$ cat src/rtl/piso_pkg.sv
// Shared types and default sizing for the arbitrated parallel-in/serial-out block.
package piso_pkg;

    localparam int DEF_NREQ  = 4;
    localparam int DEF_WIDTH = 4;

    typedef enum logic [1:0] {
        ST_IDLE  = 2'd0,
        ST_SHIFT = 2'd1,
        ST_PAR   = 2'd2
    } state_e;

endpackage

$ cat src/rtl/piso_arb_ctrl_if.sv
// Requester-side handshake and serial output bundle.
interface piso_arb_ctrl_if
    import piso_pkg::*;
#(
    parameter int NREQ  = DEF_NREQ,
    parameter int WIDTH = DEF_WIDTH
);
    localparam int IW = (NREQ > 1) ? $clog2(NREQ) : 1;

    logic [NREQ-1:0]       req_valid;
    logic [NREQ*WIDTH-1:0] req_data;
    logic [NREQ-1:0]       req_ready;
    logic                  sout;
    logic                  sout_valid;
    logic                  sof;
    logic [IW-1:0]         grant_id;
    logic                  busy;

    modport master (
        output req_valid, req_data,
        input  req_ready, sout, sout_valid, sof, grant_id, busy
    );

    modport slave (
        input  req_valid, req_data,
        output req_ready, sout, sout_valid, sof, grant_id, busy
    );

endinterface

$ cat src/rtl/piso_shift.sv
// Loadable left-shift register with zero fill; exposes its MSB.
module piso_shift
    import piso_pkg::*;
#(
    parameter int WIDTH = DEF_WIDTH
) (
    input  logic             clk,
    input  logic             rst_n,
    input  logic             load,
    input  logic             shift,
    input  logic [WIDTH-1:0] din,
    output logic             msb
);

    logic [WIDTH-1:0] sreg;

    always_ff @(posedge clk or negedge rst_n) begin
        if (!rst_n) begin
            sreg <= '0;
        end else if (load) begin
            sreg <= din;
        end else if (shift) begin
            sreg <= sreg << 1;
        end
    end

    assign msb = sreg[WIDTH-1];

endmodule

$ cat src/rtl/piso_arb_ctrl.sv
// Round-robin arbiter feeding a shared serialiser, MSB first.
// Define PISO_ARB_PARITY_EN to append an even-parity bit to each frame.
module piso_arb_ctrl
    import piso_pkg::*;
#(
    parameter int NREQ  = DEF_NREQ,
    parameter int WIDTH = DEF_WIDTH
) (
    input  logic              clk,
    input  logic              rst_n,
    piso_arb_ctrl_if.slave    bus
);

    localparam int IW = (NREQ > 1) ? $clog2(NREQ) : 1;
    localparam int CW = (WIDTH > 1) ? $clog2(WIDTH) : 1;

    localparam logic [1:0] S_IDLE  = ST_IDLE;
    localparam logic [1:0] S_SHIFT = ST_SHIFT;
`ifdef PISO_ARB_PARITY_EN
    localparam logic [1:0] S_PAR   = ST_PAR;
`endif

    logic [1:0]       state;
    logic [IW-1:0]    last_grant;
    logic [IW-1:0]    grant_q;
    logic [IW-1:0]    pick;
    logic             any;
    logic [CW-1:0]    cnt;
    logic             hs;
    logic             in_shift;
    logic             msb;
    logic [WIDTH-1:0] word;

    // Search begins one past the last winner so every requester gets a turn.
    always_comb begin
        pick = last_grant;
        any  = 1'b0;
        for (int k = 1; k <= NREQ; k++) begin
            if (!any && bus.req_valid[(int'(last_grant) + k) % NREQ]) begin
                any  = 1'b1;
                pick = IW'((int'(last_grant) + k) % NREQ);
            end
        end
    end

    assign hs       = (state == S_IDLE) && any;
    assign word     = bus.req_data[pick*WIDTH +: WIDTH];
    assign in_shift = (state == S_SHIFT);

    assign bus.req_ready = hs ? (NREQ'(1) << pick) : '0;

`ifdef PISO_ARB_PARITY_EN
    logic par;

    always_ff @(posedge clk or negedge rst_n) begin
        if (!rst_n) begin
            par <= 1'b0;
        end else if (hs) begin
            par <= ^word;
        end
    end
`endif

    always_ff @(posedge clk or negedge rst_n) begin
        if (!rst_n) begin
            state      <= S_IDLE;
            cnt        <= '0;
            last_grant <= IW'(NREQ - 1);
            grant_q    <= '0;
        end else begin
            unique case (state)
                S_IDLE: begin
                    if (hs) begin
                        state      <= S_SHIFT;
                        cnt        <= CW'(WIDTH - 1);
                        last_grant <= pick;
                        grant_q    <= pick;
                    end
                end
                S_SHIFT: begin
                    if (cnt == '0) begin
`ifdef PISO_ARB_PARITY_EN
                        state <= S_PAR;
`else
                        state <= S_IDLE;
`endif
                    end else begin
                        cnt <= cnt - 1'b1;
                    end
                end
`ifdef PISO_ARB_PARITY_EN
                S_PAR: state <= S_IDLE;
`endif
                default: state <= S_IDLE;
            endcase
        end
    end

    piso_shift #(.WIDTH(WIDTH)) u_shift (
        .clk   (clk),
        .rst_n (rst_n),
        .load  (hs),
        .shift (in_shift),
        .din   (word),
        .msb   (msb)
    );

`ifdef PISO_ARB_PARITY_EN
    assign bus.sout       = in_shift ? msb : ((state == S_PAR) && par);
    assign bus.sout_valid = in_shift || (state == S_PAR);
`else
    assign bus.sout       = in_shift && msb;
    assign bus.sout_valid = in_shift;
`endif
    assign bus.sof      = in_shift && (cnt == CW'(WIDTH - 1));
    assign bus.grant_id = grant_q;
    assign bus.busy     = (state != S_IDLE);

endmodule

$ cat src/flat_wrapper.sv
// flat-port wrapper written by rule: the top's interface ports become plain ports
module piso_arb_ctrl_flat import piso_pkg::*;
#(
    parameter int NREQ  = DEF_NREQ,
    parameter int WIDTH = DEF_WIDTH
)
  (clk, rst_n, bus_req_valid, bus_req_data, bus_req_ready, bus_sout, bus_sout_valid, bus_sof, bus_grant_id, bus_busy);
  piso_arb_ctrl_if #(.NREQ(NREQ), .WIDTH(WIDTH)) bus_i ();
  input  logic clk;
  input  logic rst_n;
  input wire logic [$bits(bus_i.req_valid)-1:0] bus_req_valid;
  input wire logic [$bits(bus_i.req_data)-1:0] bus_req_data;
  output wire logic [$bits(bus_i.req_ready)-1:0] bus_req_ready;
  output wire logic [$bits(bus_i.sout)-1:0] bus_sout;
  output wire logic [$bits(bus_i.sout_valid)-1:0] bus_sout_valid;
  output wire logic [$bits(bus_i.sof)-1:0] bus_sof;
  output wire logic [$bits(bus_i.grant_id)-1:0] bus_grant_id;
  output wire logic [$bits(bus_i.busy)-1:0] bus_busy;
  assign bus_i.req_valid = bus_req_valid;
  assign bus_i.req_data = bus_req_data;
  assign bus_req_ready = bus_i.req_ready;
  assign bus_sout = bus_i.sout;
  assign bus_sout_valid = bus_i.sout_valid;
  assign bus_sof = bus_i.sof;
  assign bus_grant_id = bus_i.grant_id;
  assign bus_busy = bus_i.busy;
  piso_arb_ctrl #(.NREQ(NREQ), .WIDTH(WIDTH)) u_core (.clk(clk), .rst_n(rst_n), .bus(bus_i));
endmodule
$ cat config.mk
export PLATFORM = sky130hd
export DESIGN_NAME = piso_arb_ctrl_flat
export DESIGN_NICKNAME = d
export VERILOG_FILES = /design/src/rtl/piso_pkg.sv /design/src/rtl/piso_arb_ctrl_if.sv /design/src/rtl/piso_shift.sv /design/src/rtl/piso_arb_ctrl.sv /design/src/flat_wrapper.sv
export SDC_FILE = /design/constraint.sdc
export NUM_CORES = 1
export LEC_CHECK = 0
export CAP_MARGIN = 20
export CORE_UTILIZATION = 40
export CTS_BUF_LIST = sky130_fd_sc_hd__clkbuf_4
export CTS_CLUSTER_DIAMETER = 100
export DETAILED_ROUTE_END_ITERATION = 12
export PLACE_DENSITY_LB_ADDON = 0.3
export SETUP_SLACK_MARGIN = 0.3
export SYNTH_ARGS = -nofsm -noshare
export SYNTH_HDL_FRONTEND = slang
export SYNTH_SLANG_ARGS = --single-unit
export TNS_END_PERCENT = 100
$ cat constraint.sdc
create_clock -name clk -period 2.04 [get_ports clk]
set_input_delay 0.204 -clock clk [delete_from_list [all_inputs] [get_ports clk]]
set_output_delay 0.204 -clock clk [all_outputs]
set_load 0.03 [all_outputs]
==> results.md <==
- Cells on worst reg2reg path: 7
- Gr usage total: 25.6%
- Crit path kind: reg2out
- Initial antenna violation count: 0
- Power Density: between 1000 and 1500 nW/um^2
- Crit path max-delay cell type: dfstp_2
- CP endpoint kind: output pin
- Buf+Inv Stages, Crit Path: 2
- CP top delay family: flip-flops
- Status: completed
- R2R setup slack: 0.23 ns
- Post-route minimum period: 1.94 ns
- Filler cells: 108
- Top-level I/O count: 32
- Core Box Area: 1750 sq um
- CTS H-tree depth: 1
- DRT Pass-1 Iters: 4
- #FFs+latches synth: 11
- Worst Path Max Fanout: 4
- YS warnings: 0
- Final Skew: ~0.0056 ns
- CTS tree: done
- Max-Cap Viols: 0
- Avg WL per Cell: 16.4 microns
- Required @ worst endpoint: 1.84 ns
- Most used cell, CP: buf_4
- Area Overhead vs Synth: 79.4%
- Sum Neg Setup Slack: 0 ns
- DP HPWL: 1790 microns
- Diode count: 0
- Post-Syn Nets: 106
- Die W: 45.6 microns
- Max Freq: 515 MHz
- Total power: 0.00194 W
- Setup-failing EPs final: 0
- Number of global-route vias before repair: roughly 830
- Rel. slew slack: 65.4%
- CP Launch Point: u_core.last_grant[0]
- Total CTS buffers: 3
- Critical Path, Cell by Cell: buf_4 -> or3b_4 -> nand3_4 -> nor2_1 -> buf_4
- CTS sink count: 11
- Seq/Total Area, Yosys: 36.5%
- Syn_area_per_cell: 9.28 sq um
- Synthesized area: 761 sq um
- Main synth FF type: dfrtp_1
- CP max stage delay: 0.59 ns
- RSZ-0062 raised after global routing: true
- # port buffers: 31
- Die height: between 40 and 50 microns
- Netlist cell types: 34
- Starting DRT DRC Count: 30
- Die area: 2080 sq um
- WP depth: 5
- Slew of the pin with the lowest slew margin: between 0.5 and 0.6 ns
- Worst hold path class: in2async
- R2r endpoint: u_core.u_shift.sreg[3]
- FF-to-FF Start: u_core.last_grant[0]
- Worst skew pair latency: around 0.27 ns
- Post-route DRC violation count: 0
- First-pass GRT wire length: 3700 microns
- Cell Rows: 15
- Max VDD drop: slightly above 0.001 V
- Worst setup path endpoint: bus_req_ready[0]
- Fin crit share: 95.2%
- Final Hold Fails: 0
- Vias per cell: 5.60
- Largest net degree at the start of global routing: 12
- Total global routing overflow: 0
- GP Congestion: ~0.82
- Startpoint type of the worst setup path: register
- Clock Pin Slew Worst Setup and Hold Paths: 0.07 ns
- Total Wirelength: 2600 microns
- Leak: a little under 0.6 nW
- Async set-reset flop share out of synthesis: 100%
- Final ANT Viol Nets: 0
- Number of flops mapped to enable cells by yosys: 0
- Root Driver: clkbuf_4
- Clk buf depth: 2
- Cells after Synth: 82
- Post-layout nets: 158
- Initial Util: 43.6%
- Share of cells above drive strength 1: 40.6%
- Data arrival, critical path: 1.74 ns
- Vias post-DR: 885
- Max-slew violation count: 0
[final cells by class]
| class | count | area, sq um | area share [%] |
|---|---|---|---|
| inverter | 2 | 7.51 | 0.550 |
| multi-input combinational | 68 | 568 | 41.6 |
| tap | 25 | 31.3 | 2.29 |
| clock buffer | 4 | 30.0 | 2.20 |
| sequential | 11 | 279 | 20.4 |
| timing repair buffer | 48 | 449 | 32.9 |
[placed cells by master, fill, tap and decap left out, types with 2 or more instances in the layout]
master           netlist  layout
o211ai_1               3       3
ha_1                   2       2
buf_4                  1      17
and3_1                 2       2
nor2_2                 0       2
nor2b_2                1       3
dfstp_2                2       2
nand4_1                3       3
mux2i_1                3       3
a21oi_1                3       2
inv_1                  2       2
o31ai_1                4       4
clkbuf_4               0       4
buf_6                  0       3
nor2_1                 9       6
clkdlybuf4s50_1        0      25
a22oi_1                3       3
a211oi_2               0       2
a21bo_2                3       3
o21ai_0                3       2
nand2_1                6       4
dfrtp_1                9       8
and2_1                 2       2
nor2b_1                4       2
dlygate4sd2_1          0       2
[registers in the layout (all words and copies together) (netlist names)]
register / cells
u_core.u_shift.sreg: 4
u_core.bus.grant_id: 2
u_core.cnt: 2
u_core.last_grant: 2
u_core.state: 1
[cell usage after synthesis (3+ instances only)]
cell type  count  area share, %
o21ai_0        3            2.0
mux2i_1        3            3.9
a21bo_2        3            3.9
nand2_1        6            3.0
o31ai_1        4            3.9
nor2b_1        4            3.3
o211ai_1       3            3.0
dfrtp_1        9             30
nand4_1        3            2.5
a21oi_1        3            2.0
a22oi_1        3            3.0
nor2_1         9            4.4
[worst min path at each step]
| stage | startpoint | endpoint | slack [ns] | cells past startpoint |
|---|---|---|---|---|
| detailed placement | u_core.bus.grant_id[1] | u_core.bus.grant_id[1] | 0.47 | 2 |
| global route | rst_n | u_core.cnt[0] | 0.31 | 1 |
| CTS | rst_n | u_core.cnt[0] | 0.28 | 1 |
| floorplan | rst_n | u_core.bus.grant_id[0] | -0.09 | 0 |
| finish | rst_n | u_core.cnt[0] | 0.27 | 1 |
| global placement | u_core.bus.grant_id[1] | u_core.bus.grant_id[1] | 0.46 | 2 |
[cell families after synthesis]
| kind of cell | after synthesis | share of synthesized area (%) |
|---|---|---|
| adders and majority gates | 2 | 3.29 |
| AOI/OAI and AO/OA | 26 | 25.7 |
| buffers and inverters | 3 | 1.97 |
| DFF | 11 | 36.5 |
| and+or+nand+nor | 36 | 27.1 |
| muxes | 4 | 5.43 |
[routing by layer]
| metal | GRT usage (%) | vias to the layer above | routed length (microns) |
|---|---|---|---|
| met1 | 30.0 | 412 | 998 |
| met5 | 0 | - | 0 |
| met2 | 43.1 | 57 | 1280 |
| met4 | 10.9 | 0 | 82 |
| li1 | - | 404 | - |
| met3 | 7.54 | 12 | 234 |
[stage by stage]
step	area (sq um)	hold slack (ns)	cells	utilization [%]	setup WS [ns]
6_report	1370	0.267	158	78.2	0.0977
5_1_grt	1370	0.306	158	78.2	0.0612
4_1_cts	1300	0.281	157	74.3	0.120
3_5_place_dp	1160	0.473	146	66.7	0.0414
3_3_place_gp	1160	0.463	146	66.7	0.105
2_1_floorplan	761	-0.0916	82	-	0.240
[report_power, final]
group / switching [W] / internal, W / leakage, nW
logic: 0.000657 / 0.000643 / 0.441
registers: 0.000126 / 0.000344 / 0.129
clock network: 0.0000780 / 0.0000891 / 0.0184
total: 0.000861 / 0.00108 / 0.589
[worst reg2reg max path: stages, from the launching register on]
cell	delay (ns)
dfstp_2	0.59
nor2b_2	0.08
o21ba_4	0.22
nor3_4	0.20
buf_12	0.13
buf_4	0.13
mux2i_1	0.23
o211ai_1	0.11
[repair_timing]
item	in CTS	in global routing
setup endpoints to repair	11	8
pin swaps	5	4
gates resized for setup	17	14
hold buffers	0	0
buffers inserted	7	1
(Power assumes the default switching activity.)
==> RTL change 1: new RTL, same flow settings <==
Add a define of `PISO_ARB_PARITY_EN`.
--- a/src/rtl/piso_arb_ctrl.sv
+++ b/src/rtl/piso_arb_ctrl.sv
@@ -2,2 +2,4 @@
 // Define PISO_ARB_PARITY_EN to append an even-parity bit to each frame.
+`define PISO_ARB_PARITY_EN
+
 module piso_arb_ctrl
Check against the original RTL: same outputs for any inputs over 4 cycles, from zero or initial values and one cycle with rst_n low; that may be too few to reach the edited logic, so the function may still have changed.
==> RTL change 1 against the unedited design <==
Maximum frequency shrank 8.0%; the flow now finishes with violations (negative setup slack); power rose by 44%; non-clock buffer count rose by 6; combinational power increased by 61%; via count rose by 21%; register-to-register slack worse by 0.28 ns; setup slack worse by 0.17 ns; synthesized cell count grew 44%; area after synthesis increased by 27%; sequential cell count grew 2; routed wire length up 7.0%; design area grew 15%; critical endpoint is now bus_req_ready[2].
==> RTL change 1: results (changes against the unedited design) <==
status: "finished with violations"
violations: "negative setup slack"
routed-via-count: 1070  # +21%
grt_usage_pct: 21.21  # -4.4 points
yosysSeqAreaShare_pct: 33.85  # -2.7 points
reg2reg_depth: 10  # +3
critical_path_peak_fanout: 5  # +1
dr.first_iter.drc_count: 31  # +3.3%
grt_max_degree: 14  # +2
avgSynthCellArea_um2: 8.207  # -12%
ys_top_cells_by_count: "nand2_1 (23), a21oi_1 (14), dfrtp_1 (11)"
slowest_delay_ns: 0.55  # -0.04 ns
fin_nets: 201  # +27%
worst_slew_pin_slew_ns: 0.5779  # +0.06102 ns
grt_pass1_wl_um: 4015  # +8.6%
ff2ff_setup_slack_ns: -0.05  # -0.28 ns
grt_pass1_vias: 958  # +15%
vias_per_cell: 5.350  # -4.5%
hold_ws_ns: 0.2864  # +0.01905 ns
fin_ws_ns: -0.07029  # -0.1680 ns
fin_skew_ns: 0.002144  # -0.003501 ns
place.gp.congestion: 0.8041  # -1.4%
r2r-end: "u_core.par$_DFFE_PN0P_"
pre_cts_ws_ns: -0.1940  # -0.2354 ns
netlist_top_cells_area: "dfrtp_1 (28%), nand2_1 (8.9%), ha_1 (7.8%)"
setup_viol: 4  # +4
place.detailed.hpwl_um: 1849  # +3.2%
-- RTL change 1: cell types whose count changed after synthesis, moves of 3 or more --
| cell | delta |
|---|---|
| a21bo_2 | -3 |
| a21oi_1 | +11 |
| a22oi_1 | -3 |
| ha_1 | +4 |
| inv_1 | +7 |
| nand2_1 | +17 |
| nand4_1 | -3 |
| nor2b_1 | -4 |
| nor3_1 | +4 |
| o211ai_1 | -3 |
| o31ai_1 | -4 |
-- RTL change 1: cells by family (layout without fill, tap and decap cells) --
logic type / Yosys count / count (layout) / share of synthesized area (%)
adder cells (fa/ha/maj): 6 / 6 / 7.752
XOR/XNOR: 3 / 3 / 2.714
AND/OR/NAND/NOR: 48 / 48 / 22.48
flip-flops: 13 / 13 / 33.85
multiplexers: 4 / 4 / 4.264
buffers and inverters: 14 / 67 / 6.073
AO/OA/AOI/OAI: 30 / 31 / 22.87
-- RTL change 1: layout make-up --
class | count | area, um^2
tap | 28 | 35.03
clock buffer | 4 | 30.03
timing repair buffer | 54 | 484.2
inverter | 9 | 33.78
multi-input combinational | 92 | 661.9
sequential | 13 | 327.8
fill | 188 | 681.9
-- RTL change 1: through the flow --
| step | util, % | instance area (um^2) | setup TNS (ns) |
|---|---|---|---|
| after floorplan | - | 988.4 | 0 |
| after global placement | 62.49 | 1409 | -0.1615 |
| after detailed placement | 62.49 | 1409 | -0.3109 |
| after CTS | 66.76 | 1505 | -0.1012 |
| after global routing | 69.76 | 1573 | -0.6077 |
| final | 69.76 | 1573 | -0.1575 |
-- RTL change 1: what timing repair did --
item / CTS / global route
endpoints found under the hold margin: 0 / 0
pin swaps: 4 / 9
gates cloned: 0 / 2
endpoints found under the setup margin: 13 / 15
setup buffers: 4 / 3
gates resized for setup: 18 / 15
-- RTL change 1: how the worst max path moves through the flow --
stage	from	endpoint	slack (ns)	depth (start not counted)
global route	bus_req_valid[0]	bus_req_ready[2]	-0.15	8
floorplan	u_core.state[0]$_DFFE_PN0P_	bus_req_ready[1]	0.08	6
detailed placement	bus_req_valid[2]	u_core.par$_DFFE_PN0P_	-0.19	10
global placement	bus_req_valid[2]	u_core.par$_DFFE_PN0P_	-0.13	10
finish	u_core.last_grant[0]$_DFFE_PN1P_	bus_req_ready[2]	-0.07	6
CTS	u_core.last_grant[0]$_DFFE_PN1P_	bus_req_ready[2]	-0.06	7
-- RTL change 1: layer usage --
layer	wire length (um)	track usage [%]
met1	1090	23.01
met2	1490	39.47
met3	175	5.357
met4	25	6.944
met5	0	0
-- RTL change 1: power by group --
| part | switching [W] | leakage, nW | internal [W] |
|---|---|---|---|
| registers | 0.000113 | 0.150 | 0.000413 |
| logic | 0.00111 | 0.546 | 0.000976 |
| clock network | 0.0000893 | 0.0184 | 0.0000892 |
| total | 0.00131 | 0.715 | 0.00148 |
==> RTL change 2: new RTL, same settings <==
Made on the original files. Set the package constant `DEF_NREQ` to 16 (it was 4).
--- a/src/rtl/piso_pkg.sv
+++ b/src/rtl/piso_pkg.sv
@@ -3,3 +3,3 @@
 
-    localparam int DEF_NREQ  = 4;
+    localparam int DEF_NREQ  = 16;
     localparam int DEF_WIDTH = 4;
Ports: changed (resized bus_grant_id, bus_req_data, bus_req_ready and bus_req_valid); port bits go from 32 to 106. The function was not compared with the original's and may differ.
==> RTL change 2 against the unedited design <==
The run now ends with negative setup slack left; worst hold slack better by 0.052 ns; clock skew is 0.0052 ns higher; sequential cell count is 4 higher; final cell count grew to 5.6 times the old value; area after synthesis grew to 5.2 times the old value; via count grew to 6.4 times the old value; routed wire length grew to 8.3 times the old value; non-clock buffer count is 276 higher; global-route usage is 13 points higher; design area grew to 5.5 times the old value; setup slack worse by 2.8 ns.
Power is left out: the tool's default activity adds up to more than one toggle a clock period on the data nets, which glitch-free logic cannot reach.
==> RTL change 2: results (changes against the unedited design) <==
status: "finished with violations"
violations: "negative setup slack"
synth_top_family_by_area: "multiplexers"
critical_path_peak_fanout: 12  # +8
place.detailed.hpwl_um: 14760  # +720%
place.gp.congestion: 1.025  # +26%
finalSetupTns_ns: -77.69  # -77.69 ns
fin_nets: 851  # +440%
drt-total-wl_um: 21500  # +730%
worst_slew_pin_slew_ns: 0.6747  # +0.1579 ns
fin_skew_ns: 0.01089  # +0.005246 ns
setup_viol: 31  # +31
synth-compound-area-share_pct: 20.41  # -5.2 points
grt_max_degree: 18  # +6
netlist-cell-type-count: 72  # +110%
n_fill_cell: 551  # +410%
reg2reg_depth: 19  # +12
crit_arrival_ns: 4.55  # +2.81 ns
avgSynthCellArea_um2: 8.671  # -6.5%
syn-num-nets: 548  # +420%
fin_ws_ns: -2.713  # -2.811 ns
endpoint: "bus_req_ready[6]"
dp_cells: 838  # +470%
grt_usage_pct: 38.45  # +13 points
instances_no_fill: 887  # +460%
## RTL change 2: kinds of logic after synthesis
kind of cell	Yosys count
xor+xnor	19
buf+inv	43
fa+ha+maj	10
flops	15
compound gates	117
mux	104
simple gates	148
## RTL change 2: critical path: stages, from the launching register on
cell and delay, ns:
dfstp_2 0.62, buf_4 0.16, buf_4 0.15, buf_4 0.25, a21oi_1 0.19, xnor2_1 0.34
mux4_2 0.58, or4_4 0.60, o2111ai_1 0.10, o21ai_1 0.09, a31oi_1 0.22, o21a_2 0.21
buf_8 0.14, nand2_4 0.05, or2_4 0.30, nor2_4 0.12, buf_6 0.13
## RTL change 2: repair_timing
| item | in CTS | in global routing |
|---|---|---|
| pin swaps | 22 | 15 |
| resized for setup | 98 | 38 |
| buffers inserted | 27 | 17 |
| setup endpoints to repair | 35 | 33 |
| gates cloned | 1 | 0 |
## RTL change 2: through the flow
| stage | hold slack, ns | area (um^2) | setup WS (ns) |
|---|---|---|---|
| after floorplan | -0.09159 | 4259 | -2.565 |
| after global placement | 0.4607 | 6613 | -2.641 |
| after detailed placement | 0.4706 | 6613 | -2.681 |
| after CTS | 0.3323 | 7267 | -2.567 |
| after global routing | 0.3690 | 7540 | -2.827 |
| final | 0.3192 | 7540 | -2.713 |
## RTL change 2: layout make-up
class                      instances  share of cell area [%]
tap                              129                   2.141
multi-input combinational        398                   52.49
timing repair buffer             324                   38.78
inverter                          17                   1.128
clock buffer                       4                  0.3983
sequential                        15                   5.061
## RTL change 2: how the worst min path moves through the flow
stage	start	to	cells after the start
floorplan	rst_n	u_core.bus.grant_id[0]$_DFFE_PN0P_	0
global placement	u_core.bus.grant_id[2]$_DFFE_PN0P_	u_core.bus.grant_id[2]$_DFFE_PN0P_	2
detailed placement	u_core.bus.grant_id[2]$_DFFE_PN0P_	u_core.bus.grant_id[2]$_DFFE_PN0P_	2
CTS	rst_n	u_core.bus.grant_id[0]$_DFFE_PN0P_	1
global route	rst_n	u_core.bus.grant_id[3]$_DFFE_PN0P_	1
finish	rst_n	u_core.bus.grant_id[3]$_DFFE_PN0P_	1
## RTL change 2: layer usage
metal	share of wire [%]	vias to the layer above	GRT usage [%]	wire length, um
li1	-	2402	-	-
met1	37	2763	49.81	8029
met2	48	421	64.94	10410
met3	8.6	110	5.452	1849
met4	5.6	0	14.83	1206
met5	0	-	0	0
